`src/rtl/enc_pkg.sv`:
```
// Shared constants, FSM state type and popcount helper for the 8-to-3 scanning encoder.
package enc_pkg;

  localparam int WIDTH = 8;
  localparam int AW    = 3;

  typedef enum logic {
    IDLE = 1'b0,
    EMIT = 1'b1
  } state_t;

  // Number of set bits in a WIDTH-bit vector; result fits in AW+1 bits (0..8).
  function automatic logic [AW:0] popcount(input logic [WIDTH-1:0] v);
    logic [AW:0] cnt;
    cnt = '0;
    for (int i = 0; i < WIDTH; i++) begin
      cnt = cnt + (AW+1)'(v[i]);
    end
    return cnt;
  endfunction

endpackage

```
`src/rtl/pri_enc8.sv`:
```
// Combinational lowest-set-bit finder: bit 0 has the highest priority.
module pri_enc8
  import enc_pkg::*;
(
  input  logic [WIDTH-1:0] in,
  output logic [AW-1:0]    idx,
  output logic             zero,
  output logic             single
);

  // any_below[k] is set when some bit below position k is set.
  logic [WIDTH:0]   any_below;
  logic [WIDTH-1:0] first;

  assign any_below[0] = 1'b0;

  generate
    for (genvar gi = 0; gi < WIDTH; gi++) begin : g_prefix
      assign any_below[gi+1] = any_below[gi] | in[gi];
      // One-hot marker of the lowest set bit.
      assign first[gi] = in[gi] & ~any_below[gi];
    end
  endgenerate

  // Binary-encode the one-hot lowest-bit marker.
  always_comb begin
    idx = '0;
    for (int i = 0; i < WIDTH; i++) begin
      if (first[i]) begin
        idx = idx | AW'(i);
      end
    end
  end

  assign zero   = ~any_below[WIDTH];
  // Clearing the lowest set bit leaves nothing when exactly one bit was set.
  assign single = ~zero & ((in & (in - WIDTH'(1))) == '0);

endmodule

```
`src/rtl/enc8to3_scan.sv`:
```
// Sequential 8-to-3 encoder: accepts a vector, then emits the index of each
// set bit, lowest first, one beat per handshake. An all-zero vector yields a
// single beat flagged with out_none.
module enc8to3_scan
  import enc_pkg::*;
(
  input  logic             clk,
  input  logic             rst_n,
  input  logic [WIDTH-1:0] in,
  input  logic             in_vld,
  output logic             in_rdy,
  output logic [AW-1:0]    out,
  output logic             out_vld,
  input  logic             out_rdy,
  output logic             out_last,
  output logic             out_none,
  output logic [AW:0]      ones
);

  state_t           state_reg, state_next;
  logic [WIDTH-1:0] pend_reg, pend_next;
  logic [AW:0]      ones_reg, ones_next;

  logic [AW-1:0] low_idx;
  logic          pend_zero;
  logic          pend_single;
  logic          emitting;
  logic          accept;
  logic          beat;

  pri_enc8 u_pri (
    .in     (pend_reg),
    .idx    (low_idx),
    .zero   (pend_zero),
    .single (pend_single)
  );

  assign emitting = (state_reg == EMIT);

  // Output beat and handshake decode; the in_rdy path through out_rdy lets a
  // new vector load on the same edge as the last beat, so no idle bubble.
  always_comb begin
    out_vld  = emitting;
    out      = emitting ? low_idx : '0;
    out_last = emitting & (pend_zero | pend_single);
    out_none = emitting & pend_zero;
    in_rdy   = ~emitting | (out_last & out_rdy);
    accept   = in_vld & in_rdy;
    beat     = emitting & out_rdy;
  end

  // Next-state: a new accept wins over the last-beat return to IDLE.
  always_comb begin
    state_next = state_reg;
    pend_next  = pend_reg;
    ones_next  = ones_reg;
    if (accept) begin
      state_next = EMIT;
      pend_next  = in;
      ones_next  = popcount(in);
    end else if (beat) begin
      pend_next = pend_reg & (pend_reg - WIDTH'(1));
      if (out_last) begin
        state_next = IDLE;
      end
    end
  end

  // State, pending vector and popcount registers.
  always_ff @(posedge clk or negedge rst_n) begin
    if (!rst_n) begin
      state_reg <= IDLE;
      pend_reg  <= '0;
      ones_reg  <= '0;
    end else begin
      state_reg <= state_next;
      pend_reg  <= pend_next;
      ones_reg  <= ones_next;
    end
  end

  assign ones = ones_reg;

endmodule
```
`config.mk`:
```
export PLATFORM = sky130hd
export DESIGN_NAME = enc8to3_scan
export DESIGN_NICKNAME = d
export VERILOG_FILES = /design/src/rtl/enc_pkg.sv /design/src/rtl/pri_enc8.sv /design/src/rtl/enc8to3_scan.sv
export SDC_FILE = /design/constraint.sdc
export NUM_CORES = 1
export LEC_CHECK = 0
export BUFFER_PORTS_ARGS = -buffer_cell sky130_fd_sc_hd__buf_2
export CORE_UTILIZATION = 52
export DETAILED_ROUTE_END_ITERATION = 12
export PLACE_DENSITY = 0.77
export REMOVE_ABC_BUFFERS = 1
export SLEW_MARGIN = 30
export SYNTH_ARGS = -nofsm -noshare
export SYNTH_HDL_FRONTEND = slang
export SYNTH_SLANG_ARGS = --single-unit
```
`constraint.sdc`:
```
create_clock -name clk -period 3.05 [get_ports clk]
set_clock_uncertainty 0.15 [all_clocks]
set_input_delay 0.305 -clock clk [delete_from_list [all_inputs] [get_ports clk]]
set_output_delay 0.305 -clock clk [all_outputs]
set_load 0.005 [all_outputs]
```
==> impl_table.tex <==
\begin{tabular}{lr}
\hline
Metric & Value \\
\hline
\multicolumn{2}{l}{\textbf{Placement}} \\
\quad Half-perimeter wire length of the detailed placement result & 1505 um \\
\quad Worst slack at placement & -210.8 ps \\
\quad Final Wtd Congestion & 0.7467 \\
\quad Number of placed cells counting well taps & 137 \\
\quad Count of input and output buffers & 22 \\
\quad Cell area after placement & 0.001090 mm\^{}2 \\
\multicolumn{2}{l}{\textbf{Power}} \\
\quad Power per unit of standard cell area & 1034 mW/mm\^{}2 \\
\quad VDD IR max & 0.0005121 V \\
\quad Static Leak & 0.5523 nW \\
\multicolumn{2}{l}{\textbf{Routing}} \\
\quad Number of violations reported at the end of detailed-routing iteration 0 & 9 \\
\quad Number of design rule violations left after detail routing & 0 \\
\quad Post-DR vias/cell & 5.254 \\
\quad Routed via count & 746 \\
\quad WL per Instance & 13.22 um \\
\quad Initial DRT Pass Iterations & 4 \\
\quad Total routed wirelength & 1877 um \\
\quad Number of nets still failing antenna checks after routing & 0 \\
\multicolumn{2}{l}{\textbf{Clock network}} \\
\quad Post-CTS setup buffer count & 0 \\
\quad Clock transition at path regs & 80 ps \\
\quad H-tree levels & 1 \\
\quad Cells resized by post-CTS repair & 0 \\
\quad CTS tree & done \\
\quad Largest buffer count on any clock path & 2 \\
\quad CTS buffer count & 3 \\
\quad CTS root buf & sky130\_fd\_sc\_hd\_\_clkbuf\_4 \\
\quad CTS sink count & 13 \\
\quad Worst skew pair latency & 270 ps \\
\quad Cts-stage hold buffer count & 1 \\
\multicolumn{2}{l}{\textbf{Worst setup path}} \\
\quad Reg-to-reg endpoint & pend\_reg[6] \\
\quad Critical path start-end classification & in2reg \\
\quad Family with the most delay on the worst path & adder cells \\
\quad CP max-delay cell & sky130\_fd\_sc\_hd\_\_fa\_1 \\
\quad Startpoint type of the worst setup path & input pin \\
\quad Arrival @ worst endpoint & 2950 ps \\
\quad Number of cells on the critical path & 11 \\
\quad Most common cell on crit path & sky130\_fd\_sc\_hd\_\_fa\_1 \\
\quad Critical Path End & ones[2] \\
\quad CP Launch Point & in[0] \\
\quad Crit path capture type & flop \\
\quad Chain of cells forming the critical path & buf\_2, fa\_1, inv\_1, fa\_1, fa\_1, inv\_1, ha\_1, inv\_1, fa\_1, xnor2\_1, mux2\_4 \\
\quad Crit-path max FO & 3 \\
\quad Endpoint required time on the critical path & 3060 ps \\
\quad Maximum cell stage delay along the critical path & 530 ps \\
\quad Reg-to-reg setup timing slack & 470 ps \\
\quad Number of buffer and inverter instances along the worst setup path & 4 \\
\quad Number of cells on the worst reg-to-reg path & 6 \\
\quad FF-to-FF Start & pend\_reg[1] \\
\multicolumn{2}{l}{\textbf{STA}} \\
\quad Final worst path period need & 2942 ps \\
\quad Worst setup slack after layout & 107.8 ps \\
\quad Fin. Hold Viols & 0 \\
\quad Setup-violating endpoint count in the final report & 0 \\
\quad Unrepaired setup endpoints after global routing & false \\
\quad Tcrit/Tclk final & 96.47\% \\
\quad Final Max Slew Viols & 0 \\
\quad Worst slew margin relative to its limit & 58.81\% \\
\quad Pin slew with the least headroom to its limit & 614.3 ps \\
\quad Fin Hold WS & 132.8 ps \\
\quad Fmax & 0.3399 GHz \\
\multicolumn{2}{l}{\textbf{GRT}} \\
\quad Number of antenna violations at the first check in global routing & 0 \\
\quad Aggregate global routing overflow & 0 \\
\quad Global-route wire length before repair & 3022 um \\
\quad Total routing resource utilization after global routing & 20.86\% \\
\quad Pin count of the biggest net entering global routing & 14 \\
\quad Vias in the first global route & 665 \\
\multicolumn{2}{l}{\textbf{Floorplanning}} \\
\quad Die Wd & 45.63 um \\
\quad Number of placement rows & 15 \\
\quad Io pins & 23 \\
\quad Die Y-Extent & 45.63 um \\
\quad Initial core utilization & 56.10\% \\
\quad Die Footprint & 0.002082 mm\^{}2 \\
\quad Core box area & 0.001764 mm\^{}2 \\
\multicolumn{2}{l}{\textbf{Logic synthesis}} \\
\quad Post-synthesis async set-or-reset flop share & 100.0\% \\
\quad Count of distinct cell types in the synthesized netlist & 36 \\
\quad Share of synthesized area occupied by flip-flops and latches & 32.87\% \\
\quad Portion of synthesized cell area occupied by the leading cell type & 32.87\% \\
\quad Cell types occupying the most area after synthesis & sky130\_fd\_sc\_hd\_\_dfrtp\_1 (33\%), sky130\_fd\_sc\_hd\_\_fa\_1 (8.1\%), sky130\_fd\_sc\_hd\_\_mux2i\_1 (8.1\%), sky130\_fd\_sc\_hd\_\_inv\_1 (5.3\%), sky130\_fd\_sc\_hd\_\_mux2\_4 (4.6\%) \\
\quad Number of warning messages in the yosys log & 0 \\
\quad Syn Area/Cell & 10.53 um\^{}2 \\
\quad Leading area contributor after synthesis & sky130\_fd\_sc\_hd\_\_dfrtp\_1 \\
\quad Count of flip-flops with a built-in enable after synthesis & 0 \\
\quad Dominant synthesized flop cell & sky130\_fd\_sc\_hd\_\_dfrtp\_1 \\
\quad Netlist Area Pre-Place & 989.7 um\^{}2 \\
\quad Syn Inst Count & 94 \\
\quad Synthesized flop and latch total & 13 \\
\multicolumn{2}{l}{\textbf{Final layout}} \\
\quad Final cell count without fillers & 142 \\
\quad Layout cells sized above 1 & 33.33\% \\
\quad Max FFs per register & 8 \\
\quad Antenna Cells & 0 \\
\quad Final cell area excluding filler cells & 0.001126 mm\^{}2 \\
\quad Syn-to-layout area delta & 13.78\% \\
\quad Post-layout util & 63.83\% \\
\quad Commonest cells after routing, fill and taps aside & sky130\_fd\_sc\_hd\_\_buf\_2 (22), sky130\_fd\_sc\_hd\_\_inv\_1 (14), sky130\_fd\_sc\_hd\_\_dfrtp\_1 (13) \\
\quad Net count of the finished layout & 137 \\
\quad Most common library cell in the layout ignoring fill and taps & sky130\_fd\_sc\_hd\_\_buf\_2 \\
\multicolumn{2}{l}{\textbf{Run}} \\
\quad Number of maximum-capacitance constraint violations & 0 \\
\multicolumn{2}{l}{\textbf{Hold path}} \\
\quad Hold WC Path Type & in2reg \\
\multicolumn{2}{l}{\textbf{Status}} \\
\quad Run status & completed \\
\hline
\end{tabular}
## through the flow
stage | power, mW | setup TNS (ps)
floorplan | 0.8427 | 0
global placement | 1.036 | -154.7
detailed placement | 1.065 | -221.3
CTS | 1.174 | 0
global route | 1.266 | 0
finish | 1.164 | 0
## cells by family after synthesis
family,share of synthesized area [%]
AOI/OAI and AO/OA,12.77
xor gates and xnor gates,0.8851
adders and majority gates,12.90
buffers and inverters,10.24
DFF,32.87
muxes,13.78
and+or+nand+nor,16.56
## synthesized netlist by cell type, types with 2 or more instances
cell and n:
sky130_fd_sc_hd__a21oi_1 4, sky130_fd_sc_hd__o21ai_0 2, sky130_fd_sc_hd__dfrtp_1 13, sky130_fd_sc_hd__fa_1 4, sky130_fd_sc_hd__or4_2 2, sky130_fd_sc_hd__buf_4 2, sky130_fd_sc_hd__nor2b_1 2, sky130_fd_sc_hd__nand2b_1 2
sky130_fd_sc_hd__nor3_1 3, sky130_fd_sc_hd__nor2_1 3, sky130_fd_sc_hd__buf_6 3, sky130_fd_sc_hd__mux2_4 3, sky130_fd_sc_hd__nand2_1 5, sky130_fd_sc_hd__mux2i_1 8, sky130_fd_sc_hd__inv_1 14, sky130_fd_sc_hd__a211oi_1 2
sky130_fd_sc_hd__ha_1 3
## worst min-delay path by stage
stage | end | start | cells past startpoint | slack (ps)
after global placement | ones[1] | rst_n | 1 | 60
final | out_vld | in_vld | 2 | 130
after detailed placement | ones[1] | rst_n | 1 | 60
after global routing | out_vld | in_vld | 2 | 150
after floorplan | ones[0] | rst_n | 0 | -140
after CTS | out_vld | in_vld | 2 | 130
## cell type report
class	instances	area (um^2)
Fill cell	179	638.1
Tap cell	25	31.28
Timing Repair Buffer	24	127.6
Inverter	14	52.55
Multi-Input combinational cell	62	563.0
Sequential cell	13	325.3
Clock buffer	4	26.28
## routing by layer
layer | wire length [um] | global-route usage [%] | up-vias
li1 | - | - | 372
met5 | 0 | 0 | -
met1 | 861 | 28.68 | 355
met4 | 0 | 5.455 | 0
met3 | 67 | 3.175 | 0
met2 | 948 | 34.29 | 19
## power breakdown
group / switching, mW / internal (mW)
clock network: 0.0542 / 0.0505
registers: 0.135 / 0.255
logic: 0.308 / 0.361
Note: power is estimated with default switching activity, not from simulation.
